## config.mk

```make
export PLATFORM = sky130hd
export DESIGN_NAME = prog_clock_divider
export DESIGN_NICKNAME = d
export VERILOG_FILES = /design/src/rtl/prog_clock_divider.sv
export SDC_FILE = /design/constraint.sdc
export NUM_CORES = 1
export LEC_CHECK = 0
export CAP_MARGIN = 20
export CELL_PAD_IN_SITES_DETAIL_PLACEMENT = 1
export CELL_PAD_IN_SITES_GLOBAL_PLACEMENT = 2
export CORE_ASPECT_RATIO = 1.5
export CORE_MARGIN = 8
export CORE_UTILIZATION = 25
export CTS_BUF_LIST = sky130_fd_sc_hd__clkbuf_8
export DETAILED_ROUTE_END_ITERATION = 8
export PLACE_DENSITY_LB_ADDON = 0.1
export SYNTH_ARGS = -nofsm -noshare
export SYNTH_HDL_FRONTEND = slang
export SYNTH_SLANG_ARGS = --single-unit
```

## constraint.sdc

```tcl
create_clock -name clk -period 5.25 [get_ports clk]
set_clock_uncertainty 0.2 [all_clocks]
set_input_delay 1.05 -clock clk [delete_from_list [all_inputs] [get_ports clk]]
set_output_delay 1.05 -clock clk [all_outputs]
set_load 0.01 [all_outputs]
```

## src/rtl/prog_clock_divider.sv

```systemverilog
// Runtime-programmable clock divider / tick generator with a valid/ready config port.
// New period/high-time settings are held in a shadow and applied only at a period boundary.
module prog_clock_divider #(
    parameter int CNT_W          = 27,
    parameter int DEFAULT_PERIOD = 100_000_000,
    parameter int DEFAULT_HIGH   = 50_000_000
) (
    input  logic             clk,
    input  logic             rst,
    input  logic             en,
    input  logic             cfg_valid,
    output logic             cfg_ready,
    input  logic [CNT_W-1:0] cfg_period,
    input  logic [CNT_W-1:0] cfg_high,
    output logic             slow_clk,
    output logic             tick,
    output logic             cfg_pending
);

    typedef enum logic {
        IDLE = 1'b0,
        RUN  = 1'b1
    } mode_t;

    localparam logic [CNT_W-1:0] RST_PERIOD = CNT_W'(DEFAULT_PERIOD);
    localparam logic [CNT_W-1:0] RST_HIGH   = CNT_W'(DEFAULT_HIGH);
    localparam logic [CNT_W-1:0] MIN_PERIOD = CNT_W'(2);
    localparam logic [CNT_W-1:0] ONE        = CNT_W'(1);
    localparam logic [CNT_W-1:0] ZERO       = CNT_W'(0);

    mode_t            mode_r, mode_s;
    logic [CNT_W-1:0] cnt_r, cnt_s;
    logic [CNT_W-1:0] period_r, period_s, high_r, high_s;
    logic [CNT_W-1:0] shadow_period_r, shadow_period_s, shadow_high_r, shadow_high_s;
    logic             pending_r, pending_s;
    logic             slow_clk_r, slow_clk_s, tick_r, tick_s;
    logic             apply_s, take_s;

    // Next-state: mode/counter sequencing, boundary apply, handshake capture, output decode.
    always_comb begin
        mode_s          = mode_r;
        cnt_s           = cnt_r;
        apply_s         = 1'b0;
        take_s          = cfg_valid && !pending_r;
        period_s        = period_r;
        high_s          = high_r;
        shadow_period_s = shadow_period_r;
        shadow_high_s   = shadow_high_r;
        pending_s       = pending_r;

        case (mode_r)
            IDLE: begin
                apply_s = pending_r;
                cnt_s   = ZERO;
                if (en) begin
                    mode_s = RUN;
                end else begin
                    mode_s = IDLE;
                end
            end
            RUN: begin
                if (!en) begin
                    // Abandon the period; any pending config is applied once idle.
                    mode_s = IDLE;
                    cnt_s  = ZERO;
                end else if (cnt_r == period_r - ONE) begin
                    cnt_s   = ZERO;
                    apply_s = pending_r;
                end else begin
                    cnt_s = cnt_r + ONE;
                end
            end
            default: begin
                mode_s = IDLE;
                cnt_s  = ZERO;
            end
        endcase

        // apply and take are mutually exclusive: take needs !pending, apply needs pending.
        if (apply_s) begin
            period_s  = shadow_period_r;
            high_s    = shadow_high_r;
            pending_s = 1'b0;
        end else if (take_s) begin
            shadow_period_s = (cfg_period < MIN_PERIOD) ? MIN_PERIOD : cfg_period;
            shadow_high_s   = cfg_high;
            pending_s       = 1'b1;
        end else begin
            pending_s = pending_r;
        end

        slow_clk_s = (mode_s == RUN) && (cnt_s < high_s);
        tick_s     = (mode_s == RUN) && (cnt_s == ZERO);
    end

    // State and output registers; reset discards any shadow config.
    always_ff @(posedge clk or posedge rst) begin
        if (rst) begin
            mode_r          <= IDLE;
            cnt_r           <= ZERO;
            period_r        <= RST_PERIOD;
            high_r          <= RST_HIGH;
            shadow_period_r <= RST_PERIOD;
            shadow_high_r   <= RST_HIGH;
            pending_r       <= 1'b0;
            slow_clk_r      <= 1'b0;
            tick_r          <= 1'b0;
        end else begin
            mode_r          <= mode_s;
            cnt_r           <= cnt_s;
            period_r        <= period_s;
            high_r          <= high_s;
            shadow_period_r <= shadow_period_s;
            shadow_high_r   <= shadow_high_s;
            pending_r       <= pending_s;
            slow_clk_r      <= slow_clk_s;
            tick_r          <= tick_s;
        end
    end

    assign slow_clk    = slow_clk_r;
    assign tick        = tick_r;
    assign cfg_pending = pending_r;
    assign cfg_ready   = !pending_r;

endmodule

```

* After elaboration in Yosys (flattened, before gate mapping)
Index checks and enable logic that the tools add are counted.
** Word-level totals
- Input port bits :: 58
- Flip-flop bits (word level) :: 139
** Cells by class
- Order comparisons :: 2
- Reductions and logical operators :: 7
- Bitwise gates (word level) :: 2
- Add/sub/neg operators :: 2
- Multiplexer cells :: 11
- Eq/ne operators :: 1
** Operator list (number)
- 27-bit two-way mux :: 4
- 27-bit case mux with 2 select lines :: 1
- 27-bit by 1-bit adder with 27-bit output (second input constant) :: 1
- 27-bit == test :: 1
- 27-bit logical NOT :: 1
- 27-bit by 2-bit < comparator with 1-bit output (second input constant) :: 1
- 27-bit < comparator :: 1
- 27-bit by 1-bit subtractor with 27-bit output (second input constant) :: 1
- 1-bit two-way mux :: 5
- 1-bit logical AND :: 3
- 1-bit NOT :: 2
- 1-bit case mux with 2 select lines :: 1
- 2-bit AND reduction :: 1
- 2-bit nonzero test :: 1
- 1-bit logical NOT :: 1

* Depth between registers and ports, before layout
- Depth after elaboration :: 8
- Mapped depth :: 22

* Worst setup path after synthesis
OpenSTA, ideal clock, no wires.
- Path type :: reg2reg
- From :: reg period_r[0]
- To :: reg slow_clk_r, in the netlist slow_clk
- Stages on the path, launching flop included :: 22
- Setup slack :: 708 ps
- Data required time :: 4984 ps
- Setup time :: 66 ps
- Arrival time :: 4276 ps
- Buffers on the path :: 2
- Cells stage by stage :: dfrtp_1 inv_1 ha_1 or3b_2 nor2_1 nand3_1 xnor2_1 nor4_1 nand4_1 o22ai_2 buf_6 buf_6 mux2i_1 ha_1 a21o_1 a21oi_1 nor3_1 a2111oi_0 o221ai_1 a211oi_1 o211a_1 a22o_1
** Between the ends
- Cells in the longest elaborated chain, start to end :: 8
- Elaborated cells on any way between the ends :: 11
- Classes of those cells :: 1 x add/sub; 1 x order compare; 1 x eq/ne; 7 x mux; 1 x reduce/logical
** Ends and longest elaborated chain
- start: declaration :: RTL line 33 : logic [CNT_W-1:0] period_r, period_s, high_r, high_s;
- start signal: assignment :: RTL line 111 : period_r <= period_s;
- 27-bit by 1-bit subtractor with 27-bit output (*) :: RTL line 66 : end else if (cnt_r == period_r - ONE) begin
- 27-bit == test (*) :: RTL line 66
- 1-bit two-way mux :: RTL line 66
- 1-bit two-way mux :: RTL line 62 : if (!en) begin
- 1-bit case mux with 2 select lines :: RTL line 51 : case (mode_r)
- 27-bit two-way mux :: RTL line 80 : if (apply_s) begin
- 27-bit < comparator (*) :: RTL line 92 : slow_clk_s = (mode_s == RUN) && (cnt_s < high_s);
- 1-bit logical AND (*) :: RTL line 92
- named net slow_clk_s :: RTL line 36 : logic slow_clk_r, slow_clk_s, tick_r, tick_s;
- end signal: assignment :: RTL line 116 : slow_clk_r <= slow_clk_s;
- end: declaration :: RTL line 36
Mark *: on every way through the listed nets, which the timed path passes. The rest lies on a longest branch.
A chain may end at the register's enable or synchronous reset.

* Worst setup path after layout
- From :: reg period_r[0]
- To :: reg slow_clk_r, in the netlist slow_clk
** Between the ends
- Cells in the longest elaborated chain, start to end :: 8
- Elaborated cells on any way between the ends :: 11
- Classes of those cells :: 1 x add/sub; 1 x order compare; 1 x eq/ne; 7 x mux; 1 x reduce/logical
** Ends and longest elaborated chain (RTL line)
- 27-bit by 1-bit subtractor with 27-bit output :: 66
- 27-bit == test :: 66
- 1-bit two-way mux :: 66
- 1-bit two-way mux :: 62
- 1-bit case mux with 2 select lines :: 51
- 27-bit two-way mux :: 80
- named net high_s[18] :: 33
- 27-bit < comparator :: 92
- 1-bit logical AND :: 92
- named net slow_clk_s :: 36
The timed path passes the listed nets, and every way through them passes these cells.

==> run summary <==
The post-route DRC violation count is 0, and the depth of the worst register-to-register path is 21. The relative slew slack is 0.420, and the simple-gate area share of the yosys netlist is 0.184. The tools report the remaining global-route overflow as 0. The area of all sequential standard cells is 3540 um^2. The proportion of register bits with asynchronous set or reset after synthesis was 1.00; the die width was 157 um. The logs give 166 for the violation count after the first detailed-routing iteration and 0.253 for the effective utilization at floorplan. The element type at the critical path start was a flop.

The share of cell area taken by muxes after synthesis was 0.0737. The number of global-route vias before repair is 6265. The clock latency at the later pin of the worst-skew pair is 0.48 ns, and the remaining antenna violation count after routing is 0. The area growth from synthesis to layout is 23.0%. The cell type with the largest total area after synthesis is dfrtp_1. The synthesized-area fraction occupied by ao, oa, aoi and oai cells came out at 0.0853. Once detailed placement completed, the half-perimeter wirelength came to 16.1 mm. After floorplanning, the core was sized to cover 29300 um^2. The run gives 0 as the number of violations of the max-capacitance limit. The die covers 35500 um^2. Setup violations remaining at the end of the flow were counted as 0. The first global-routing pass estimated 34.9 mm of wire. The maximum number of pins on one net before global-route repair is 92, and the top-area cell type share of the netlist area is 0.308. For the H-tree depth reported by CTS, the log shows 4. The synthesized-area fraction occupied by xor and xnor cells was 0.0828; the maximum clock frequency was 202 MHz. After the last flow step, the layout net total stands at 894. The number of synthesized flops with an enable pin was 0. By startpoint and endpoint, the worst setup path is classified as reg -> reg. The main combinational cell family by area after synthesis was simple AND/OR/NAND/NOR gates. Clock tree synthesis selected as its root buffer the cell clkbuf_8.

At the worst endpoint, the arrival time is 5.16 ns. The fraction of final layout cells sized beyond drive strength 1 works out to 0.229. Setup repair after global routing left no endpoint under its margin. Number of diodes added for antenna fixing: 0.

Maximum number of buffers from clock root to sink: 2. The critical register-to-register path startpoint is period_r[0]. Buffers inserted during clock tree synthesis total 17. The tools report the synthesis warning total as 0. Buffers placed on the I/O ports in this run total 61. The commonest cells after synthesis are nand2_1, dfrtp_1, dfstp_2. In the final routed layout, each cell accounts on average for 17.8 um. In the final timing run, aggregate negative setup slack is 0 ns. Clock input transition at the sequential cells of the worst setup and hold paths: 0.09 ns. Synthesis inferred 139 register bits. The post-route cell area is 9110 um^2, and the time the worst path needs with I/O delays and setup is 4.94 ns. The instance area after placement is 8570 um^2, and the number of sinks handled by clock tree synthesis is 139. The run gives 0 as the number of pins exceeding their max-slew limit in the final report. The tools report the number of core rows as 77. The initial antenna violation count came out at 0. Register area share after synthesis: 0.478. Following the worst setup path forward leads to its endpoint at slow_clk.

The run finished with clean final reports. For the filler cell count in the final layout, the log shows 3372. The post-synthesis adder-cell area fraction came out at 0.0473.

Summing all multi-input logic gate instances after layout gives 3550 um^2. The final layout contains routed wiring with a total length of 21.6 mm. TritonCTS built the clock tree. Of all nets on the critical path, the largest fanout is 8. After synthesis, the netlist uses 58 different library cells. The first-pass detailed-route iteration total came out at 4. The final critical-path share of the clock period is 0.941. STA classifies the critical path endpoint as a flop. The leakage power is 0.00389 uW, and the worst supply voltage drop on vdd is 0.000150 V. The dominant cell by count in the synthesized netlist was nand2_1.

The chip height was 227 um. The most used flip-flop cell after synthesis is dfrtp_1. STA puts the critical path data required time at 5.47 ns. Via count: 5579. The tools report the count of final hold-check violations as 0.

The run gives 0.129 as the overall track demand over capacity in global routing. The number of nets in the synthesized netlist is 818. The min-delay analysis places its worst path in the category reg -> reg. The tools report the endpoint of the worst-slack reg-to-reg timing path as slow_clk. Dividing the detail-routed via count by the number of cells gives 4.59. Synthesis produced a netlist whose cell count is 732.

The congestion estimate from routability-driven global placement came to 0.793. The worst register-to-register path has a setup slack of 0.31 ns. Summing every instance area after synthesis gives 7400 um^2. The run gives 0.311 as the final cell utilization of the core.

A synthesized cell averages 10.1 um^2. Ranked by total cell area, the synthesized netlist is headed by dfrtp_1, dfstp_2, nand2_1. In this run the power density over the cells is 401 nW/um^2. The run gives 0.266 ns as the final-layout worst hold slack.

At the pin with the least slew margin, the transition time is 0.869 ns. Worst setup path startpoint: period_r[0]. 62 I/O pins were placed.
stage by stage:
stage	cells	setup slack (ns)	power (uW)
2_1_floorplan	732	0.355	2230
3_3_place_gp	1177	0.195	2630
3_5_place_dp	1177	0.0200	2670
4_1_cts	1209	0.0191	3710
5_1_grt	1216	0.0112	3900
6_report	1216	0.312	3650
critical path: stages, from the launching register on:
cell and delay [ns]:
dfrtp_2 0.45, or4_4 0.58, buf_4 0.18, nor2_1 0.19
nand4_1 0.16, xnor2_1 0.19, nor4_1 0.26, nand4_1 0.13
buf_4 0.17, o22ai_4 0.17, buf_12 0.17, mux2_2 0.34
inv_1 0.06, ha_1 0.24, a21oi_1 0.13, nor3_1 0.05
a2111oi_0 0.30, o221ai_1 0.22, a211oi_1 0.27, buf_4 0.16
o211a_1 0.14, a22o_1 0.11
per-layer routing:
layer	global-route usage	up-vias	wire length, um
met5	0	-	0
met4	0.0709	0	690
met3	0.0248	32	633
met2	0.220	87	10800
met1	0.149	2765	9440
li1	-	2695	-
registers in the layout, summed over array words and instances, names as in the netlist:
| register | cells |
|---|---|
| mode_r | 1 |
| slow_clk | 1 |
| cfg_pending | 1 |
| period_r | 27 |
| shadow_period_r | 27 |
| tick | 1 |
| cnt_r | 27 |
| high_r | 27 |
| shadow_high_r | 27 |
kinds of logic (layout without fill, tap and decap cells):
logic type	after synthesis	count (layout)
buffers and inverters	80	169
AO/OA/AOI/OAI	86	86
AND/OR/NAND/NOR	278	278
adder cells (fa/ha/maj)	28	28
flip-flops	139	139
XOR/XNOR	70	70
multiplexers	51	51
cell usage in the layout, fill, tap and decap left out, drive strengths merged, types with 13 or more instances in the layout:
| cell | synthesis | final |
|---|---|---|
| inv | 38 | 43 |
| xor2 | 31 | 31 |
| a22o | 23 | 23 |
| clkbuf | 28 | 17 |
| dfstp | 48 | 48 |
| nand4 | 18 | 18 |
| buf | 14 | 38 |
| nor4 | 23 | 23 |
| mux2 | 28 | 28 |
| clkdlybuf4s50 | 0 | 61 |
| ha | 28 | 28 |
| nand3 | 19 | 19 |
| o21ai | 13 | 13 |
| nor2 | 42 | 42 |
| mux2i | 23 | 23 |
| dfrtp | 91 | 91 |
| xnor2 | 39 | 39 |
| nand2 | 118 | 118 |
| nor3 | 22 | 22 |
report_power, final:
part / leakage (uW) / switching, uW / total [uW] / internal, uW
combinational: 0.00201 / 562 / 1060 / 498
clock: 0.000214 / 470 / 995 / 525
sequential: 0.00167 / 199 / 1600 / 1400
repair_timing:
action / CTS / global route
hold buffers: 0 / 0
setup endpoints to repair: 0 / 1
buffers inserted: 0 / 6
gates resized for setup: 0 / 11
worst min path at each step:
stage	startpoint	to	slack [ns]	cells after the start
6_report	shadow_high_r[14]	shadow_high_r[14]	0.27	2
5_1_grt	shadow_high_r[15]	shadow_high_r[15]	0.28	2
4_1_cts	shadow_period_r[15]	shadow_period_r[15]	0.27	2
3_5_place_dp	shadow_high_r[14]	shadow_high_r[14]	0.26	2
3_3_place_gp	shadow_period_r[15]	shadow_period_r[15]	0.25	2
2_1_floorplan	shadow_high_r[14]	shadow_high_r[14]	0.24	2
final cells by class:
class                   count  share of cell area
multi-input cells         513               0.390
flip-flops and latches    139               0.389
repair buffers             99               0.102
well taps                 395              0.0543
clock buffers              17              0.0257
clock inverters            15              0.0229
inverters                  38              0.0162
Note: power is estimated with default switching activity, not from simulation.
